## src/rtl/i2c_byte_engine.sv

```systemverilog
// I2C master byte engine: sequences START, 8 data bits, ACK and STOP on open-drain
// scl/sda using quarter-bit timing, with slave clock-stretch support.
module i2c_byte_engine #(
    parameter int DIV_W = 16
) (
    input  logic             clk,
    input  logic             reset,
    input  logic [DIV_W-1:0] clk_div,
    input  logic             cmd_valid,
    output logic             cmd_ready,
    input  logic             cmd_start,
    input  logic             cmd_stop,
    input  logic             cmd_write,
    input  logic             cmd_read,
    input  logic             cmd_ack,
    input  logic [7:0]       tx_data,
    output logic [7:0]       rx_data,
    output logic             ack_in,
    output logic             done,
    output logic             busy,
    output logic             scl_oe,
    output logic             sda_oe,
    input  logic             scl_in,
    input  logic             sda_in
);

    typedef enum logic [2:0] {
        ST_IDLE,
        ST_START,
        ST_DATA,
        ST_ACK,
        ST_STOP
    } state_t;

    state_t           state_reg, state_next;
    logic [1:0]       q_reg, q_next;
    logic [2:0]       bit_reg, bit_next;
    logic [DIV_W-1:0] cnt_reg;
    logic             done_reg, done_next;
    logic             scl_oe_reg, scl_oe_next;
    logic             sda_oe_reg, sda_oe_next;
    logic [7:0]       rx_reg;
    logic             ack_in_reg;

    // Command fields captured at acceptance
    logic             write_reg;
    logic             data_reg;
    logic             stop_reg;
    logic             ack_reg;
    logic [7:0]       tx_reg;

    logic accept;
    logic tick;
    logic stretch;
    logic advance;
    logic phase_end;

    // Fields as seen by the output decode: the acceptance cycle already needs them
    logic       f_write;
    logic       f_ack;
    logic [7:0] f_tx;

    assign cmd_ready = (state_reg == ST_IDLE) && !done_reg;
    assign busy      = (state_reg != ST_IDLE) || done_reg;
    assign accept    = cmd_valid && cmd_ready;

    // >= keeps a lowered clk_div from letting the counter run past it
    assign tick      = (cnt_reg >= clk_div);
    assign stretch   = (q_reg == 2'd1) && !scl_in;
    assign advance   = (state_reg != ST_IDLE) && tick && !stretch;
    assign phase_end = advance && (q_reg == 2'd3);

    assign f_write = accept ? cmd_write : write_reg;
    assign f_ack   = accept ? cmd_ack   : ack_reg;
    assign f_tx    = accept ? tx_data   : tx_reg;

    assign done    = done_reg;
    assign scl_oe  = scl_oe_reg;
    assign sda_oe  = sda_oe_reg;
    assign rx_data = rx_reg;
    assign ack_in  = ack_in_reg;

    // State register and datapath
    always_ff @(posedge clk) begin
        if (reset) begin
            state_reg  <= ST_IDLE;
            q_reg      <= 2'd0;
            bit_reg    <= 3'd0;
            cnt_reg    <= '0;
            done_reg   <= 1'b0;
            scl_oe_reg <= 1'b0;
            sda_oe_reg <= 1'b0;
            rx_reg     <= 8'h00;
            ack_in_reg <= 1'b0;
        end else begin
            state_reg  <= state_next;
            q_reg      <= q_next;
            bit_reg    <= bit_next;
            done_reg   <= done_next;
            scl_oe_reg <= scl_oe_next;
            sda_oe_reg <= sda_oe_next;

            if (accept || (state_reg == ST_IDLE)) begin
                cnt_reg <= '0;
            end else if (tick) begin
                cnt_reg <= stretch ? cnt_reg : '0;
            end else begin
                cnt_reg <= cnt_reg + DIV_W'(1);
            end

            // sda is sampled on the tick that closes q2 (scl high)
            if (advance && (q_reg == 2'd2)) begin
                if ((state_reg == ST_DATA) && !write_reg) begin
                    rx_reg <= {rx_reg[6:0], sda_in};
                end
                if ((state_reg == ST_ACK) && write_reg) begin
                    ack_in_reg <= sda_in;
                end
            end
        end
    end

    always_ff @(posedge clk) begin
        if (reset) begin
            write_reg <= 1'b0;
            data_reg  <= 1'b0;
            stop_reg  <= 1'b0;
            ack_reg   <= 1'b0;
            tx_reg    <= 8'h00;
        end else if (accept) begin
            write_reg <= cmd_write;
            data_reg  <= cmd_write || cmd_read;
            stop_reg  <= cmd_stop;
            ack_reg   <= cmd_ack;
            tx_reg    <= tx_data;
        end
    end

    // Next-state logic
    always_comb begin
        state_next = state_reg;
        q_next     = q_reg;
        bit_next   = bit_reg;

        if (advance) begin
            q_next = q_reg + 2'd1;
        end

        case (state_reg)
            ST_IDLE: begin
                if (accept) begin
                    q_next   = 2'd0;
                    bit_next = 3'd7;
                    if (cmd_start) begin
                        state_next = ST_START;
                    end else if (cmd_write || cmd_read) begin
                        state_next = ST_DATA;
                    end else if (cmd_stop) begin
                        state_next = ST_STOP;
                    end else begin
                        state_next = ST_IDLE;
                    end
                end
            end
            ST_START: begin
                if (phase_end) begin
                    if (data_reg) begin
                        state_next = ST_DATA;
                    end else if (stop_reg) begin
                        state_next = ST_STOP;
                    end else begin
                        state_next = ST_IDLE;
                    end
                end
            end
            ST_DATA: begin
                if (phase_end) begin
                    if (bit_reg == 3'd0) begin
                        state_next = ST_ACK;
                    end else begin
                        bit_next = bit_reg - 3'd1;
                    end
                end
            end
            ST_ACK: begin
                if (phase_end) begin
                    state_next = stop_reg ? ST_STOP : ST_IDLE;
                end
            end
            ST_STOP: begin
                if (phase_end) begin
                    state_next = ST_IDLE;
                end
            end
            default: state_next = ST_IDLE;
        endcase
    end

    // Output decode from the phase being entered, so the registered lines
    // change exactly at the phase boundary.
    always_comb begin
        scl_oe_next = scl_oe_reg;
        sda_oe_next = sda_oe_reg;
        done_next   = (state_next == ST_IDLE) && ((state_reg != ST_IDLE) || accept);

        case (state_next)
            ST_START: begin
                case (q_next)
                    2'd0: sda_oe_next = 1'b0;
                    2'd1: begin sda_oe_next = 1'b0; scl_oe_next = 1'b0; end
                    2'd2: begin sda_oe_next = 1'b1; scl_oe_next = 1'b0; end
                    default: begin sda_oe_next = 1'b1; scl_oe_next = 1'b1; end
                endcase
            end
            ST_DATA: begin
                scl_oe_next = (q_next == 2'd0) || (q_next == 2'd3);
                sda_oe_next = f_write ? ~f_tx[bit_next] : 1'b0;
            end
            ST_ACK: begin
                scl_oe_next = (q_next == 2'd0) || (q_next == 2'd3);
                sda_oe_next = f_write ? 1'b0 : ~f_ack;
            end
            ST_STOP: begin
                case (q_next)
                    2'd0: begin sda_oe_next = 1'b1; scl_oe_next = 1'b1; end
                    2'd1: begin sda_oe_next = 1'b1; scl_oe_next = 1'b0; end
                    default: begin sda_oe_next = 1'b0; scl_oe_next = 1'b0; end
                endcase
            end
            default: begin
                scl_oe_next = scl_oe_reg;
                sda_oe_next = sda_oe_reg;
            end
        endcase
    end

endmodule

```

## config.mk

```make
export PLATFORM = sky130hd
export DESIGN_NAME = i2c_byte_engine
export DESIGN_NICKNAME = d
export VERILOG_FILES = /design/src/rtl/i2c_byte_engine.sv
export SDC_FILE = /design/constraint.sdc
export NUM_CORES = 1
export LEC_CHECK = 0
export ABC_CLOCK_PERIOD_IN_PS = 3100
export CELL_PAD_IN_SITES_DETAIL_PLACEMENT = 0
export CELL_PAD_IN_SITES_GLOBAL_PLACEMENT = 1
export CORE_ASPECT_RATIO = 0.7
export CORE_MARGIN = 1
export CORE_UTILIZATION = 30
export DETAILED_ROUTE_END_ITERATION = 10
export PLACE_DENSITY_LB_ADDON = 0.08
export SLEW_MARGIN = 20
export SYNTH_ARGS = -nofsm -noshare
export SYNTH_HDL_FRONTEND = slang
export SYNTH_SLANG_ARGS = --single-unit
```

## constraint.sdc

```tcl
create_clock -name clk -period 3.1 [get_ports clk]
set_input_delay 0.465 -clock clk [delete_from_list [all_inputs] [get_ports clk]]
set_output_delay 0.465 -clock clk [all_outputs]
set_load 0.05 [all_outputs]
```

# == Word level (Yosys, flattened, before mapping) ==
# Cells that the tools add are included.
# word_totals
reg_bits,48
elab_cells,104
# op_classes
n_addsub,3
n_lt_le_gt_ge,2
n_eq_ne,16
muxes,34
bitwise_logic,2
reduce_logical,33
# op_table
op,n
two-way mux 3 bit,14
two-way mux 16 bit,2
"adder 16 x 1 -> 16 bit, second input constant",1
>= comparator 16 bit,1
one-hot mux 3 bit (5 select lines),1
"== test 3 x 2 -> 1 bit, second input constant",4
logical AND 1 bit,10
logical NOT 3 bit,3
"== test 2 bit, second input constant",4
two-way mux 1 bit,8
two-way mux 8 bit,1
OR reduction 2 bit,4
"== test 3 x 1 -> 1 bit, second input constant",2
"== test 3 bit, second input constant",2
two-way mux 2 bit,3
one-hot mux 3 bit (2 select lines),1
AND reduction 2 bit,3
nonzero test 3 bit,2
logical OR 1 bit,5
"== test 2 x 1 -> 1 bit, second input constant",2
logical NOT 1 bit,4
"less-than comparator 3 x 4 -> 1 bit, second input constant",1
"!= test 2 bit, second input constant",2
one-hot mux 1 bit (4 select lines),1
8 further kinds,9

# == Logic depth before layout (Yosys ltp) ==
# depth
ltp_word,12
ltp_mapped,15
ltp_nobuf,15

# == Worst setup path after synthesis ==
# No wires, ideal clock.
# synth_path
path_kind,input to register
startpoint,in clk_div[2]
endpoint,"reg sda_oe_reg, in the netlist sda_oe"
setup_time_ns,0.079
t_arrival_ns,3.243
required_ns,3.021
path_slack_ns,-0.223
path_stages,15
path_buffers,0
cell_sequence,inv_1 -> ha_1 -> a31oi_1 -> and2b_2 -> o311ai_2 -> a31oi_2 -> nand2_1 -> nand2_1 -> o21ai_0 -> nand2_1 -> ha_1 -> or2_2 -> and2b_1 -> o31a_2 -> a211oi_2
# synth_via
elab_chain_cells,11
# synth_rtl
item,line,source
start: declaration,8,"input logic [DIV_W-1:0] clk_div,"
>= comparator 16 bit (*),68,assign tick = (cnt_reg >= clk_div);
logical AND 1 bit (*) (2 in a row),70,assign advance = (state_reg != ST_IDLE) && tick && !stretch;
logical AND 1 bit,71,assign phase_end = advance && (q_reg == 2'd3);
two-way mux 3 bit,177,if (phase_end) begin
one-hot mux 3 bit (2 select lines),149,case (state_reg)
binary-select mux 1 bit (select 3 bit),217,sda_oe_next = f_write ? ~f_tx[bit_next] : 1'b0;
two-way mux 1 bit (implied by the code),217,
NOT 1 bit,217,
two-way mux 1 bit,217,
one-hot mux 1 bit (4 select lines),206,case (state_next)
end signal: assignment,101,sda_oe_reg <= sda_oe_next;
end: declaration,41,"logic sda_oe_reg, sda_oe_next;"
# Every way passes the cells marked *; elsewhere a longest branch is shown, timed or not. The select of a mux whose other input is x is not followed.
# A chain may end at the register's enable or synchronous reset.

# == Worst setup path in the final report ==
# layout_path
startpoint,in clk_div[7]
endpoint,"reg sda_oe_reg, in the netlist sda_oe"
# Same word-level chain as after synthesis.

==> results.md <==
* Ys flop type: dfxtp_1
* Worst Tran Pin Value at 0.605 ns
* Clock power share at 32.8%
* Final hold vios at 0
* Drt wl/cell at 14.4 um
* Most common cell after layout, fill and taps aside: nor2_1
* Final slew viol count at 0
* DIE WIDTH at 124 um
* Skew final at 0.00933 ns
* Most frequent cells in the layout: nor2_1 (56), buf_4 (53), dfxtp_1 (38)
* Post-Synthesis Cell Area at 3110 um2
* Flop pwr share at 39.1%
* GRT Util Overall at 17.5%
* Worst rel slew slack at 59.6%
* Synth cell types at 61
* Drt initial violations at 188
* Setup TNS at 0 ns
* Critical path cell sequence: dlygate4sd2_1 -> inv_2 -> ha_4 -> nand2_2 -> nor2_1 -> buf_4 -> o311ai_4 -> buf_4 -> and3_4 -> or4_4 -> and3_4 -> or4_4 -> a41oi_2 -> a211oi_2
* Die Y at 87.1 um
* Starting Density at 31.5%
* Number of flip-flops in the largest register at 16
* Area growth from synthesis to layout at 47.0%
* Gpl congestion at 0.759
* Largest family of logic cells by synthesized area: simple AND/OR/NAND/NOR gates
* Final period util at 98.7%
* Post-synth ARST share at 0%
* Final ANT Viol Nets at 0
* Global-route wire length before repair at 14300 um
* Static Leak at 0.00192 uW
* Seq/Total Area, Yosys at 30.9%
* CP required at 3.27 ns
* Critical path launch point type: input pin
* Maximum clock insertion buffer count at 2
* CP endpoint kind: register
* Post-Synthesis Cells at 383
* FP Rows at 30
* IO Pins at 48
* Overflow left after global routing at 0
* Largest net degree at the start of global routing at 32
* CTS buffer count at 5
* Syn_nets at 441
* Core area at 9870 um2
* Synth Area in XOR/XNOR at 0.282%
* Multi-input gate area at 2280 um2
* Clk root buf: clkbuf_16
* Final setup fails at 0
* Hold Slack at 0.462 ns
* Status: finished clean
* Maximum vdd drop at 191 uV
* Clk_lat worst skew at 0.30 ns
* Worst-path clk slew at 0.07 ns
* Sw Ratio at 30.9%
* Sw Pwr at 535 uW
* Int Pwr at 1200 uW
* Sinks on Clock Net at 48
* EDFF count, synth at 0
* Max Cap Viol at 0
* Combinational Power Share at 28.0%
* Die area at 10800 um2
* Initial antenna violation count at 0
* Worst EP arrival at 3.23 ns
* Synth Register Bits at 48
* RSZ-0062 raised after global routing: yes
* Syn. warnings at 0
* Share of layout cells above drive strength 1 at 31.8%
* Synth area leaders: dfxtp_1 (31%), ha_1 (9.7%), nor2_1 (6.8%)
* FILL cells at 1002
* Vias in the first global route at 2817
* Final Util at 46.3%
* Worst stage delay on the critical path at 0.53 ns
* Synth top area share at 30.9%
* 1st-pass router iterations at 4
* CTS tree: built
* N_diodes at 0
* Via count at 3034
* Simple-gate share of the synthesized area at 28.6%
* Worst Hold Class: reg2reg
* Vias per std cell at 4.98
* Detailed-route DRC error count at 0
* CP max FO at 3
* Fmax at 327 MHz
* Adder-Cell Fraction of Synth Area at 9.67%
* Post-synthesis compound-gate area fraction at 17.3%
* H-tree depth at 2
* Register Area at 973 um2
* Nets at 538
* Hold-fix buffers, CTS at 0
* Slowest CP cell: or4_4
* Mux share of post-synthesis cell area at 6.89%
* Top cell type by total area after synthesis: dfxtp_1
* Cell Pwr Density at 379 nW/um2
* PortBufs at 47
* Post-DP HPWL at 6410 um
* Synthesized area per cell at 8.11 um2
* Setup CP Type: in2reg
* Routed WL at 8760 um
* Post-layout min period at 3.06 ns
final timing paths:
check	endpoint	slack (ns)	cells after the start	from
max reg2reg	sda_oe	0.06	11	cnt_reg[13]
max	sda_oe	0.04	14	clk_div[7]
min	stop_reg	0.46	2	stop_reg
min reg2reg	stop_reg	0.46	2	stop_reg
repair_timing:
item | in CTS | in global routing
pin swaps | 36 | 24
setup endpoints to repair | 2 | 2
gates resized for setup | 61 | 38
setup buffers | 10 | 4
metrics by stage:
stage / power, uW / setup WS, ns / instance area [um2] / cells
4_1_cts: 1740 / 0.000781 / 4470 / 605
5_1_grt: 1830 / -0.0512 / 4570 / 609
3_5_place_dp: 1140 / -0.662 / 4030 / 588
2_1_floorplan: 977 / 0.00495 / 3140 / 383
6_report: 1730 / 0.0404 / 4570 / 609
3_3_place_gp: 1140 / -0.616 / 4030 / 588
metal layers:
metal  share of wire (%)  vias to the layer above  GRT usage [%]
li1                    -                     1549              -
met2                  38                       63           23.1
met3                 4.8                        8           3.73
met4                 1.1                        0           4.60
met5                   0                        -              0
met1                  56                     1414           27.5
power by group through the flow:
stage	clock [uW]	combinational [uW]	sequential [uW]
2_1_floorplan	0	277	701
3_3_place_gp	0	456	689
3_5_place_dp	0	454	689
4_1_cts	587	480	676
5_1_grt	617	529	681
6_report	568	485	677
final cells by class:
type | count | share of cell area (%)
clock buffers | 6 | 3.04
clock inverters | 2 | 0.219
inverters | 25 | 2.05
multi-input cells | 295 | 49.8
flip-flops and latches | 48 | 21.3
well taps | 128 | 3.51
repair buffers | 105 | 20.0
worst max-delay path: cells and delay by family:
family / cells / cell delay (ns)
fa+ha+maj: 1 / 0.26
buf+inv: 4 / 0.55
simple gates: 6 / 1.49
compound gates: 3 / 0.45
logic make-up after synthesis:
| kind of cell | count (synthesis) |
|---|---|
| fa+ha+maj | 24 |
| simple gates | 170 |
| xor+xnor | 1 |
| buf+inv | 40 |
| flops | 48 |
| mux | 20 |
| compound gates | 80 |
synthesized netlist by cell type (all sizes together) (3+ instances only):
cell type and count:
nor2b 6, nor2 56, nor3b 6, or3 4, mux2i 18, nor3 9, clkbuf 11, a21oi 33
o211a 3, nand4 4, and3 16, nand3b 6, inv 25, buf 4, nand3 7, ha 24
o21ai 20, nand2 39, dfxtp 48, nor4 4, a31oi 3, or4 3, or2 3
Note: power is estimated with default switching activity, not from simulation.
